### src/rtl/i2s_recv_if.sv
// I2S receiver bus: serial side (lrclk / CBrise / inbit) plus the
// parallel sample handshake and status flags.
// master = stream source and sample consumer, slave = the receiver.
interface i2s_recv_if #(
  parameter int DATA_BITS = 32
);
  logic                 lrclk;
  logic                 CBrise;
  logic                 inbit;
  logic [DATA_BITS-1:0] sample;
  logic                 rcv_rdy;
  logic                 rcv_ack;
  logic                 overrun;
  logic                 frame_err;

  modport master (
    output lrclk, CBrise, inbit, rcv_ack,
    input  sample, rcv_rdy, overrun, frame_err
  );

  modport slave (
    input  lrclk, CBrise, inbit, rcv_ack,
    output sample, rcv_rdy, overrun, frame_err
  );
endinterface

### src/rtl/i2s_recv.sv
// Serial-to-parallel I2S receiver. Deserializes left then right words
// (MSB first, one-bit delay after each lrclk edge) into {left, right},
// presents the result through a ready/ack handshake and keeps sticky
// overrun and frame-error flags. All sampling happens on CBrise cycles.
module i2s_recv #(
  parameter int DATA_BITS = 32,
  parameter int TPD       = 5
) (
  input  logic        clk,
  input  logic        rst,
  i2s_recv_if.slave   bus
);

  localparam int NB = DATA_BITS / 2;

  // Bits needed to hold value v (at least 1).
  function automatic int clogb2(input int v);
    int r;
    int x;
    r = 0;
    x = v;
    while (x > 0) begin
      r++;
      x = x >> 1;
    end
    return (r < 1) ? 1 : r;
  endfunction

  localparam int CW = clogb2(NB - 1);

  // TPD only matters to delay-annotated simulation models; the registers
  // here carry no delay, so it is just range-checked with the width.
  generate
    if ((DATA_BITS % 2) != 0 || DATA_BITS < 4 || TPD < 0) begin : g_bad_params
      $fatal(1, "i2s_recv: DATA_BITS must be even and >= 4, TPD must be >= 0");
    end
  endgenerate

  typedef enum logic [2:0] {
    SYNC  = 3'd0,
    LEFT  = 3'd1,
    LWAIT = 3'd2,
    RIGHT = 3'd3,
    RWAIT = 3'd4
  } state_t;

  state_t               state, state_n;
  logic                 primed, primed_n;
  logic                 lr_q, lr_n;
  logic [CW-1:0]        cnt, cnt_n;
  logic [NB-1:0]        left_sr, left_n;
  logic [NB-1:0]        right_sr, right_n;
  logic [DATA_BITS-1:0] sample_q, sample_n;
  logic                 rdy_q, rdy_n;
  logic                 ovr_q, ovr_n;
  logic                 ferr_q, ferr_n;

  logic                 edge_hit;
  logic                 fall;
  logic                 rise;
  logic                 shift;
  logic                 load;
  logic                 ferr_set;

  // Edge/shift qualifiers: nothing is detected until lr_q has been primed
  // by one CBrise, and the bit on an edge strobe belongs to the old word.
  always_comb begin
    edge_hit = bus.CBrise && primed && (bus.lrclk != lr_q);
    fall     = edge_hit && !bus.lrclk;
    rise     = edge_hit && bus.lrclk;
    shift    = bus.CBrise && primed && !edge_hit;
  end

  // Next-state, deserializer and handshake logic.
  always_comb begin
    state_n  = state;
    primed_n = primed;
    lr_n     = lr_q;
    cnt_n    = cnt;
    left_n   = left_sr;
    right_n  = right_sr;
    sample_n = sample_q;
    rdy_n    = rdy_q;
    ovr_n    = ovr_q;
    ferr_n   = ferr_q;
    load     = 1'b0;
    ferr_set = 1'b0;

    if (bus.CBrise) begin
      primed_n = 1'b1;
      lr_n     = bus.lrclk;
    end

    case (state)
      // A right word with no preceding left word is never assembled.
      SYNC: begin
        if (fall) begin
          state_n = LEFT;
          cnt_n   = CW'(NB - 1);
        end
      end
      LEFT: begin
        if (edge_hit) begin
          ferr_set = 1'b1;
          state_n  = SYNC;
        end else if (shift) begin
          left_n = {left_sr[NB-2:0], bus.inbit};
          if (cnt == '0) state_n = LWAIT;
          else           cnt_n   = cnt - CW'(1);
        end
      end
      LWAIT: begin
        if (rise) begin
          state_n = RIGHT;
          cnt_n   = CW'(NB - 1);
        end
      end
      RIGHT: begin
        if (edge_hit) begin
          ferr_set = 1'b1;
          state_n  = SYNC;
        end else if (shift) begin
          right_n = {right_sr[NB-2:0], bus.inbit};
          if (cnt == '0) begin
            load    = 1'b1;
            state_n = RWAIT;
          end else begin
            cnt_n = cnt - CW'(1);
          end
        end
      end
      RWAIT: begin
        if (fall) begin
          state_n = LEFT;
          cnt_n   = CW'(NB - 1);
        end
      end
      default: state_n = SYNC;
    endcase

    // A completion always wins over an ack: an ack landing in the same
    // cycle only suppresses the overrun, rdy stays up for the new sample.
    if (load) begin
      sample_n = {left_sr, right_sr[NB-2:0], bus.inbit};
      rdy_n    = 1'b1;
      if (rdy_q && !bus.rcv_ack) ovr_n = 1'b1;
    end else if (rdy_q && bus.rcv_ack) begin
      rdy_n = 1'b0;
    end

    if (ferr_set) ferr_n = 1'b1;
  end

  // State and datapath registers; reset drops any partial frame.
  always_ff @(posedge clk) begin
    if (rst) begin
      state    <= SYNC;
      primed   <= 1'b0;
      lr_q     <= 1'b0;
      cnt      <= '0;
      left_sr  <= '0;
      right_sr <= '0;
      sample_q <= '0;
      rdy_q    <= 1'b0;
      ovr_q    <= 1'b0;
      ferr_q   <= 1'b0;
    end else begin
      state    <= state_n;
      primed   <= primed_n;
      lr_q     <= lr_n;
      cnt      <= cnt_n;
      left_sr  <= left_n;
      right_sr <= right_n;
      sample_q <= sample_n;
      rdy_q    <= rdy_n;
      ovr_q    <= ovr_n;
      ferr_q   <= ferr_n;
    end
  end

  assign bus.sample    = sample_q;
  assign bus.rcv_rdy   = rdy_q;
  assign bus.overrun   = ovr_q;
  assign bus.frame_err = ferr_q;

endmodule

### src/flat_wrapper.sv
// flat-port wrapper written by rule: the top's interface ports become plain ports
module i2s_recv_flat 
#(
  parameter int DATA_BITS = 32,
  parameter int TPD       = 5
)
  (clk, rst, bus_lrclk, bus_CBrise, bus_inbit, bus_rcv_ack, bus_sample, bus_rcv_rdy, bus_overrun, bus_frame_err);
  i2s_recv_if #(.DATA_BITS(DATA_BITS)) bus_i ();
  input  logic clk;
  input  logic rst;
  input wire logic [$bits(bus_i.lrclk)-1:0] bus_lrclk;
  input wire logic [$bits(bus_i.CBrise)-1:0] bus_CBrise;
  input wire logic [$bits(bus_i.inbit)-1:0] bus_inbit;
  input wire logic [$bits(bus_i.rcv_ack)-1:0] bus_rcv_ack;
  output wire logic [$bits(bus_i.sample)-1:0] bus_sample;
  output wire logic [$bits(bus_i.rcv_rdy)-1:0] bus_rcv_rdy;
  output wire logic [$bits(bus_i.overrun)-1:0] bus_overrun;
  output wire logic [$bits(bus_i.frame_err)-1:0] bus_frame_err;
  assign bus_i.lrclk = bus_lrclk;
  assign bus_i.CBrise = bus_CBrise;
  assign bus_i.inbit = bus_inbit;
  assign bus_i.rcv_ack = bus_rcv_ack;
  assign bus_sample = bus_i.sample;
  assign bus_rcv_rdy = bus_i.rcv_rdy;
  assign bus_overrun = bus_i.overrun;
  assign bus_frame_err = bus_i.frame_err;
  i2s_recv #(.DATA_BITS(DATA_BITS), .TPD(TPD)) u_core (.clk(clk), .rst(rst), .bus(bus_i));
endmodule
### config.mk
export PLATFORM = sky130hd
export DESIGN_NAME = i2s_recv_flat
export DESIGN_NICKNAME = d
export VERILOG_FILES = /design/src/rtl/i2s_recv_if.sv /design/src/rtl/i2s_recv.sv /design/src/flat_wrapper.sv
export SDC_FILE = /design/constraint.sdc
export NUM_CORES = 1
export LEC_CHECK = 0
export CAP_MARGIN = 15
export CORE_MARGIN = 1.5
export CORE_UTILIZATION = 58
export DETAILED_ROUTE_END_ITERATION = 16
export HOLD_SLACK_MARGIN = 0.03
export PLACE_DENSITY = 0.84
export SLEW_MARGIN = 20
export SYNTH_ARGS = -nofsm -noshare
export SYNTH_HDL_FRONTEND = slang
export SYNTH_SLANG_ARGS = --single-unit
### constraint.sdc
create_clock -name clk -period 3.3 [get_ports clk]
set_input_delay 0.66 -clock clk [delete_from_list [all_inputs] [get_ports clk]]
set_output_delay 0.66 -clock clk [all_outputs]
set_load 0.03 [all_outputs]
==> metrics, run 1 <==
outcome=finished clean; sw power=roughly 0.37 mW; unrepaired setup endpoints after global routing=false; post-cts resize count=0; crit-path max cell delay=0.57 ns; kind of end point of the critical path=flop; Worst Path Buf+Inv=1; power consumption=1.69 mW; post-synth top area share=51.1%; Max clock buf depth=2; crit-path cells=clkdlybuf4s50_1, xnor2_2, nand3_2, mux2i_1, nor2_1; Remaining DRCs=0; Lkg Pwr=1.28 nW; Syn-to-layout area delta=20.4%; Core Box Area=4820 µm²; Antenna Nets Post-Route=0; Setup Crit Path Kind=in -> reg; fin crit period=approximately 2.4 ns; VDD IR max=approximately 320 µV; GP Congestion=about 0.85; Die W=between 70 and 80 µm; initial antenna violation count=0; Tot GR Track Use=22.0%; Hold Slack=0.453 ns; Synth area leaders=dfxtp_1 51%, mux2i_1 11%, nand2_1 8.4%, nor2_1 5.2%, a21oi_1 5.1%; Top delay family on crit path=buffers and inverters; crit share post-route=between 70 and 80%; CTS tree=built; most frequent cell after synthesis=dfxtp_1; Post-synth EDFFs=0; Die ar.=5500 µm²; I/O pins=between 40 and 50; Critical Path AT=2.57 ns; Final nets=360; Mapped Nets=326; Synth Warn #=0; H-tree depth=3; layout cells sized above 1=9.78%; DRT iter0 DRCs=177; first-pass GRT wire length=9180 µm; Worst Reg-to-Reg Cells=7; DRT Wirelength=5600 µm; ant diodes=0; prevailing post-synth register cell=dfxtp_1; Clock Tree Root=clkbuf_8; Slew Limit Fails=0; Num CTS Buffers=9; Row Count=25; CP max stage cell=clkdlybuf4s50_1; sequential-to-total area share from yosys stat=51.1%; via count=around 2200; Comb power frac=3.6%; Mean Syn Cell Area=9.21 µm²; Seq pwr share=54.2%; Skew-Pair Late Insertion Delay=0.35 ns; vias in the first global route=2087; clk slew on worst S/H paths=~0.080 ns; Reg2Reg Capture Point=u_core.bus.sample[22]$_SDFFE_PP0P_; mapped cell area=2940 µm²; post-route setup TNS=0 ns; GRT overflow=0; CTS Hold Bufs=0; r2r startpoint=u_core.cnt[0]$_SDFFE_PP0P_; Hold Vio Cnt, Final=0; number of synthesized register bits=75; async set or reset register ratio after synthesis=0%; Yosys cell types=41; Min-Delay Path Class=reg -> reg; Worst Max-Slew Pin Slew=0.969 ns; synth cell count leaders=75 x dfxtp_1, 66 x nand2_1, 41 x nor2_1; max-cap viol count=0; FMAX=0.422 GHz; Detailed Routing Iterations Pass 1=4; DR vias/cell=5.28; Pint=1.32 mW; Worst Setup Start Kind=primary input; clock sink total=75; worst relative slew slack=around 35%; CP Data Required Time=3.49 ns; Port-buffer cells=40; synthesized instance count=319; worst setup path end=u_core.right_sr[6]$_SDFFE_PP0P_; largest net degree at the start of global routing=52; origin of the worst setup path=bus_lrclk; wire length per cell=13.2 µm; Switching Share=21.9%; FF-to-FF setup slack=1.17 ns; PwrDens=about 480 nW/µm²; postcts setup bufs=0; WP depth=5; dpl hpwl=about 3500 µm; die height=74.2 µm; Max FO, Critical Path=15; area leader, netlist=dfxtp_1; Fin Clk Skew=0.00841 ns; Starting Density=roughly 61%; Fillers=377; Clock power frac=42.2%; final setup fails=0
## logic make-up (layout without fill, tap and decap cells)
logic type                 count (synthesis)  count (layout)  share of synthesized area, %
xor gates and xnor gates                   2               2                         0.852
DFF                                       75              75                          51.1
and+or+nand+nor                          128             128                          19.4
adders and majority gates                  1               1                         0.426
buffers and inverters                     26              65                          4.64
AOI/OAI and AO/OA                         55              55                          12.7
muxes                                     32              32                          10.9
## area by class of cell
cell class / count / area (µm²) / share of cell area, %
inverter: 4 / 15.0 / 0.424
multi-input combinational: 218 / 1300 / 36.8
sequential: 75 / 1500 / 42.4
clock inverter: 4 / 48.8 / 1.38
clock buffer: 12 / 155 / 4.38
timing repair buffer: 45 / 433 / 12.2
tap: 67 / 83.8 / 2.37
## stage by stage
step | util [%] | std cells | setup slack [ns] | area [µm²]
CTS | 73.5 | 425 | 0.925 | 3540
finish | 73.5 | 425 | 0.930 | 3540
detailed placement | 69.2 | 409 | 0.570 | 3330
global route | 73.5 | 425 | 0.809 | 3540
global placement | 69.2 | 409 | 0.644 | 3330
floorplan | - | 319 | 1.32 | 2940
## worst min path at each step
stage	startpoint	end	slack (ns)	cells after the start
2_1_floorplan	u_core.left_sr[15]$_SDFFE_PP0P_	u_core.bus.sample[31]$_SDFFE_PP0P_	0.43	2
3_5_place_dp	u_core.bus.sample[24]$_SDFFE_PP0P_	u_core.bus.sample[24]$_SDFFE_PP0P_	0.45	2
3_3_place_gp	u_core.right_sr[14]$_SDFFE_PP0P_	u_core.bus.sample[15]$_SDFFE_PP0P_	0.44	2
6_report	u_core.bus.sample[17]$_SDFFE_PP0P_	u_core.bus.sample[17]$_SDFFE_PP0P_	0.45	2
4_1_cts	u_core.bus.sample[24]$_SDFFE_PP0P_	u_core.bus.sample[24]$_SDFFE_PP0P_	0.46	2
5_1_grt	u_core.bus.sample[3]$_SDFFE_PP0P_	u_core.bus.sample[3]$_SDFFE_PP0P_	0.47	2
## placed cells by master, fill, tap and decap left out, types with 2 or more instances in the layout
cell type        synthesis  final
dfxtp_1                 75     75
nand2_1                 66     66
nor2_1                  41     41
clkdlybuf4s50_1          0     39
mux2i_1                 32     32
a21oi_1                 30     30
clkbuf_8                 0     11
a21oi_2                  7      7
buf_4                    0      5
inv_1                    4      4
nor2b_1                  3      3
o31ai_1                  3      3
nor3_1                   3      3
nor3b_1                  2      2
nand4_1                  2      2
o21ai_0                  2      2
nand3_1                  2      2
o21a_1                   2      2
clkinv_2                 0      2
## sequential cells by signal (all words and copies together) (netlist names)
register              cells
u_core.bus.rcv_rdy        1
u_core.bus.sample        32
u_core.cnt                4
u_core.lr_q               1
u_core.right_sr          15
u_core.left_sr           16
u_core.bus.frame_err      1
u_core.primed             1
u_core.state              3
u_core.bus.overrun        1
## metal layers
metal | GRT usage, % | up-vias | wire (µm)
met1 | 26.3 | 1056 | 2540
li1 | - | 1138 | -
met2 | 36.5 | 39 | 2720
met3 | 5.56 | 13 | 209
met5 | 0 | - | 0
met4 | 11.7 | 0 | 127
## power groups by stage
stage	clock network [mW]	logic, mW	registers (mW)
global route	0.765	0.0671	0.915
global placement	0	0.0595	0.935
finish	0.712	0.0616	0.914
floorplan	0	0.0492	0.933
CTS	0.724	0.0612	0.914
detailed placement	0	0.0602	0.935
## worst min-delay path, delay by kind of cell, from the launching register on
kind / cells / cell delay, ns
AO/OA/AOI/OAI: 1 / 0.05
flip-flops: 1 / 0.31
AND/OR/NAND/NOR: 1 / 0.05
(Power assumes the default switching activity.)
==> run 2: changes to the inputs <==
--- a/config.mk
+++ b/config.mk
@@ -7,10 +7,10 @@
 export LEC_CHECK = 0
 export CAP_MARGIN = 15
 export CORE_MARGIN = 1.5
-export CORE_UTILIZATION = 58
+export CORE_UTILIZATION = 54
 export DETAILED_ROUTE_END_ITERATION = 16
 export HOLD_SLACK_MARGIN = 0.03
-export PLACE_DENSITY = 0.84
+export PLACE_DENSITY = 0.79
 export SLEW_MARGIN = 20
 export SYNTH_ARGS = -nofsm -noshare
 export SYNTH_HDL_FRONTEND = slang
==> constraint.sdc (replaced) <==
create_clock -name clk -period 2.2 [get_ports clk]
set_input_delay 0.44 -clock clk [delete_from_list [all_inputs] [get_ports clk]]
set_output_delay 0.44 -clock clk [all_outputs]
set_load 0.03 [all_outputs]
==> run 2 against run 1 <==
Against the previous run: die area rose by 7.1%; non-clock buffer count rose by 9; total power rose by 44%; critical path type is now reg -> reg; critical endpoint is now u_core.bus.sample[2]$_SDFFE_PP0P_; largest power group unchanged.
==> metrics, run 2 (same netlist as run 1, synthesis figures left out) <==
Hold Vio Cnt, Final=0; I/O pins=41; Core Box Area=roughly 5200 µm²; Max clock buf depth=2; WHS Path Cells=3; Final nets=369; sw power=roughly 0.56 mW; H-tree depth=3; Seq pwr share=between 50% and 60%; unrepaired setup endpoints after global routing=false; crit share post-route=92.7%; origin of the worst setup path=u_core.cnt[0]$_SDFFE_PP0P_; Placed Area=3420 µm²; Num CTS Buffers=9; Die ar.=between 5000 and 6000 µm²; CP max stage cell=nor4_4; fin crit period=2.04 ns; Layout Cells excl Fill=between 400 and 500; largest net degree at the start of global routing=53; r2r startpoint=u_core.cnt[0]$_SDFFE_PP0P_; Die W=between 70 and 80 µm; Row Count=26; Detailed Routing Iterations Pass 1=4; Fillers=401; Worst Max-Slew Pin Slew=0.931 ns; Finished Cell Area=3600 µm²; WP depth=7; CP Data Required Time=2.46 ns; DRT iter0 DRCs=161; Clock power frac=between 30% and 40%; layout cells sized above 1=12.0%; kind of end point of the critical path=flop; vias in the first global route=2076; Top delay family on crit path=simple AND/OR/NAND/NOR gates; via count=2221; worst slack, placed=-0.157 ns; PwrDens=676 nW/µm²; Starting Density=56.8%; postcts setup bufs=0; VDD IR max=378 µV; # placed instances=~420; Slew Limit Fails=0; die height=76.8 µm; clk slew on worst S/H paths=0.08 ns; Worst Setup Start Kind=flop; CTS Hold Bufs=0; post-cts resize count=0; max-cap viol count=0; Comb power frac=under 10%; clock sink total=75; final setup fails=0; DRT Wirelength=5510 µm; Antenna Nets Post-Route=0; highest-count cells in the layout ignoring fill and taps=75 x dfxtp_1, 66 x nand2_1, 41 x nor2_1; Min-Delay Path Class=in -> reg; Clock Tree Root=clkbuf_8; post-route setup TNS=0 ns; crit-path cells=inv_1, ha_1, or3b_1, nor4_4, buf_12, nand2_1, a21oi_1; Max FO, Critical Path=20; initial antenna violation count=0; Lkg Pwr=between 1 and 1.5 nW; Tot GR Track Use=20.6%; Switching Share=22.9%; Worst Path Buf+Inv=2; Hold Crit Start=rst; first-pass GRT wire length=between 9000 and 10000 µm; wire length per cell=approximately 13 µm; Fin Clk Skew=0.00851 ns; Pint=1.87 mW; Syn-to-layout area delta=22.4%; GP Congestion=about 0.77; Setup Crit Path Kind=reg -> reg; Remaining DRCs=0; FMAX=approximately 0.5 GHz; ant diodes=0; Skew-Pair Late Insertion Delay=0.34 ns; worst relative slew slack=37.7%; crit-path max cell delay=0.50 ns; Port-buffer cells=40; commonest non-fill, non-tap cell in the layout=dfxtp_1; DR vias/cell=5.08; max reg flops=32; dpl hpwl=between 3000 and 4000 µm; GRT overflow=0; CTS tree=built; PnR worst setup slack=0.160 ns; Layout Utilization=69.6%; Worst Reg-to-Reg Cells=7; Critical Path AT=about 2.3 ns; outcome=finished clean
[run 2: cell count changes in the layout (fill, tap and decap cells not counted), sizes merged]
cell / delta
buf: +9
clkinvlp: +2
bufinv: -1
clkinv: -1
[run 2: routing by layer]
metal	part of all wire [%]	global-route usage, %
met5	0	0
met1	50	26.5
met4	1.1	10.0
met3	3.7	6.19
met2	45	31.6
[run 2: final timing paths]
check	to	slack, ns
setup / recovery	u_core.bus.sample[2]$_SDFFE_PP0P_	0.16
hold / removal	u_core.state[0]$_SDFFE_PP0P_	0.42
hold reg to reg	u_core.bus.sample[31]$_SDFFE_PP0P_	0.45
setup reg to reg	u_core.bus.sample[2]$_SDFFE_PP0P_	0.16
[run 2: final cells by class]
class,instances,area [µm²],share of cell area [%]
multi-input cells,218,1300,36.2
repair buffers,54,513,14.3
inverters,4,15.0,0.417
clock inverters,4,25.0,0.695
clock buffers,12,155,4.31
well taps,70,87.6,2.43
flip-flops and latches,75,1500,41.7
[run 2: metrics by stage]
| step | hold slack (ns) | total power, mW |
|---|---|---|
| floorplan | 0.431 | 1.47 |
| global route | 0.421 | 2.52 |
| CTS | 0.406 | 2.46 |
| finish | 0.422 | 2.43 |
| global placement | 0.443 | 1.51 |
| detailed placement | 0.445 | 1.51 |
[run 2: power groups by stage]
stage	registers (mW)	clock network (mW)	logic, mW
final	1.37	0.953	0.108
after detailed placement	1.40	0	0.108
after global routing	1.37	1.04	0.119
after floorplan	1.40	0	0.0738
after global placement	1.40	0	0.108
after CTS	1.37	0.980	0.109
[run 2: worst register-to-register path: stages (launching register included)]
cell     delay [ns]
dfxtp_1        0.33
inv_1          0.08
ha_1           0.20
or3b_1         0.42
nor4_4         0.50
buf_12         0.21
nand2_1        0.07
a21oi_1        0.14
==> run 3: changes to the inputs <==
--- a/config.mk
+++ b/config.mk
@@ -6,11 +6,13 @@
 export NUM_CORES = 1
 export LEC_CHECK = 0
 export CAP_MARGIN = 15
+export CELL_PAD_IN_SITES_DETAIL_PLACEMENT = 1
+export CELL_PAD_IN_SITES_GLOBAL_PLACEMENT = 1
 export CORE_MARGIN = 1.5
-export CORE_UTILIZATION = 54
+export CORE_UTILIZATION = 41
 export DETAILED_ROUTE_END_ITERATION = 16
 export HOLD_SLACK_MARGIN = 0.03
-export PLACE_DENSITY = 0.79
+export PLACE_DENSITY_LB_ADDON = 0.1
 export SLEW_MARGIN = 20
 export SYNTH_ARGS = -nofsm -noshare
 export SYNTH_HDL_FRONTEND = slang
==> run 3 against run 2 <==
Against the previous run: clock skew grew 0.0061 ns; combinational power is essentially flat; first-iteration DRC count shrank 55%; total power grew 10%; clock power grew 26%; highest routed layer unchanged.
==> metrics, run 3 (same netlist as run 1, synthesis figures left out) <==
outcome=finished clean; Worst Max-Slew Pin Slew=0.954 ns; max-cap viol count=0; PwrDens=725 nW/µm²; Max clock buf depth=2; Die W=~88 µm; kind of end point of the critical path=flop; Antenna Nets Post-Route=0; Worst Setup Start Kind=flop; # placed instances=446; Setup Crit Path Kind=reg -> reg; FMAX=approximately 0.48 GHz; FF-to-FF setup slack=0.12 ns; layout cells sized above 1=11.7%; Critical Path AT=roughly 2.4 ns; WP depth=7; Worst Reg-to-Reg Cells=7; ant diodes=0; origin of the worst setup path=u_core.cnt[0]$_SDFFE_PP0P_; Seq pwr share=51.1%; r2r startpoint=u_core.cnt[0]$_SDFFE_PP0P_; Reg2Reg Capture Point=u_core.bus.sample[28]$_SDFFE_PP0P_; Num CTS Buffers=9; VDD IR max=462 µV; largest net degree at the start of global routing=38; Fin Clk Skew=0.0147 ns; CP max stage cell=or3b_1; Pint=approximately 2.1 mW; Port-buffer cells=40; commonest non-fill, non-tap cell in the layout=dfxtp_1; crit-path cells=inv_1, ha_1, or3b_1, nor4_4, buf_12, nand2_1, a21oi_1; post-cts resize count=0; clk slew on worst S/H paths=0.08 ns; crit share post-route=between 90% and 100%; Worst Path Buf+Inv=2; Lkg Pwr=around 1.3 nW; WHS Path Cells=2; initial antenna violation count=0; GRT overflow=0; first-pass GRT wire length=10600 µm; dpl hpwl=4160 µm; final setup fails=0; clock sink total=between 70 and 80; Remaining DRCs=0; GP Congestion=about 0.85; wire length per cell=13.8 µm; Syn-to-layout area delta=25.7%; Comb power frac=4.0%; worst setup path end=u_core.bus.sample[28]$_SDFFE_PP0P_; Clock power frac=44.9%; crit-path max cell delay=0.50 ns; Slew Limit Fails=0; die height=roughly 88 µm; Top delay family on crit path=simple AND/OR/NAND/NOR gates; Tot GR Track Use=18.1%; Hold Crit Start=rst; Clock Tree Root=clkbuf_8; Final nets=368; via count=2261; Skew-Pair Late Insertion Delay=0.35 ns; CTS tree=built; DRT iter0 DRCs=around 70; Starting Density=42.8%; Hold Vio Cnt, Final=0; max reg flops=32; CP Data Required Time=2.48 ns; Layout Utilization=53.8%; sw power=approximately 0.60 mW; DRT Wirelength=6370 µm; H-tree depth=3; worst relative slew slack=36.2%; Max FO, Critical Path=19; postcts setup bufs=0; CTS Hold Bufs=0; Detailed Routing Iterations Pass 1=4; Row Count=30; Die ar.=about 7700 µm²; Switching Share=22.5%; unrepaired setup endpoints after global routing=false; Core Box Area=6870 µm²; DR vias/cell=4.89; fin crit period=between 2 and 2.5 ns; Layout Cells excl Fill=462; vias in the first global route=2184; I/O pins=41; Min-Delay Path Class=in -> reg; highest-count cells in the layout ignoring fill and taps=75 x dfxtp_1, 66 x nand2_1, 41 x nor2_1
-- run 3: cell types whose count changed in the layout (fill, tap and decap cells not counted), sizes merged --
cell | previous run | this run
inv | 4 | 5
clkinv | 2 | 0
buf | 15 | 14
bufinv | 0 | 2
clkbuf | 12 | 11
-- run 3: how the worst min path moves through the flow --
stage	to	slack, ns
after global placement	u_core.bus.sample[15]$_SDFFE_PP0P_	0.44
after floorplan	u_core.bus.sample[31]$_SDFFE_PP0P_	0.43
final	u_core.primed$_SDFFE_PP0P_	0.40
after detailed placement	u_core.bus.sample[17]$_SDFFE_PP0P_	0.45
after CTS	u_core.primed$_SDFFE_PP0P_	0.39
after global routing	u_core.primed$_SDFFE_PP0P_	0.41
-- run 3: layout make-up --
class                           instances  area, µm²
Clock buffer                           11        141
Sequential cell                        75       1500
Tap cell                               96        120
Inverter                                4       15.0
Clock inverter                          5       83.8
Fill cell                             797       3180
Timing Repair Buffer                   53        531
Multi-Input combinational cell        218       1300
-- run 3: routing by layer --
metal  vias to the layer above  GRT usage, %  wire [µm]
li1                       1160             -          -
met1                      1058          24.1       3170
met2                        33          27.9       2910
met3                        10          5.00        182
met4                         0          6.93        112
met5                         -             0          0
-- run 3: power by group through the flow --
stage / sequential (mW) / clock (mW) / combinational (mW)
6_report: 1.37 / 1.20 / 0.107
3_3_place_gp: 1.40 / 0 / 0.108
3_5_place_dp: 1.40 / 0 / 0.108
4_1_cts: 1.37 / 1.24 / 0.108
5_1_grt: 1.37 / 1.30 / 0.118
2_1_floorplan: 1.40 / 0 / 0.0738
-- run 3: stage by stage --
| step | setup TNS [ns] | power (mW) | area, µm² | hold slack, ns | setup slack (ns) |
|---|---|---|---|---|---|
| floorplan | 0 | 1.47 | 2940 | 0.431 | 0.388 |
| global placement | -2.86 | 1.51 | 3470 | 0.442 | -0.183 |
| detailed placement | -3.25 | 1.51 | 3470 | 0.447 | -0.210 |
| CTS | 0 | 2.72 | 3690 | 0.388 | 0.0911 |
| global route | 0 | 2.79 | 3690 | 0.408 | 0.0000451 |
| finish | 0 | 2.68 | 3690 | 0.400 | 0.123 |
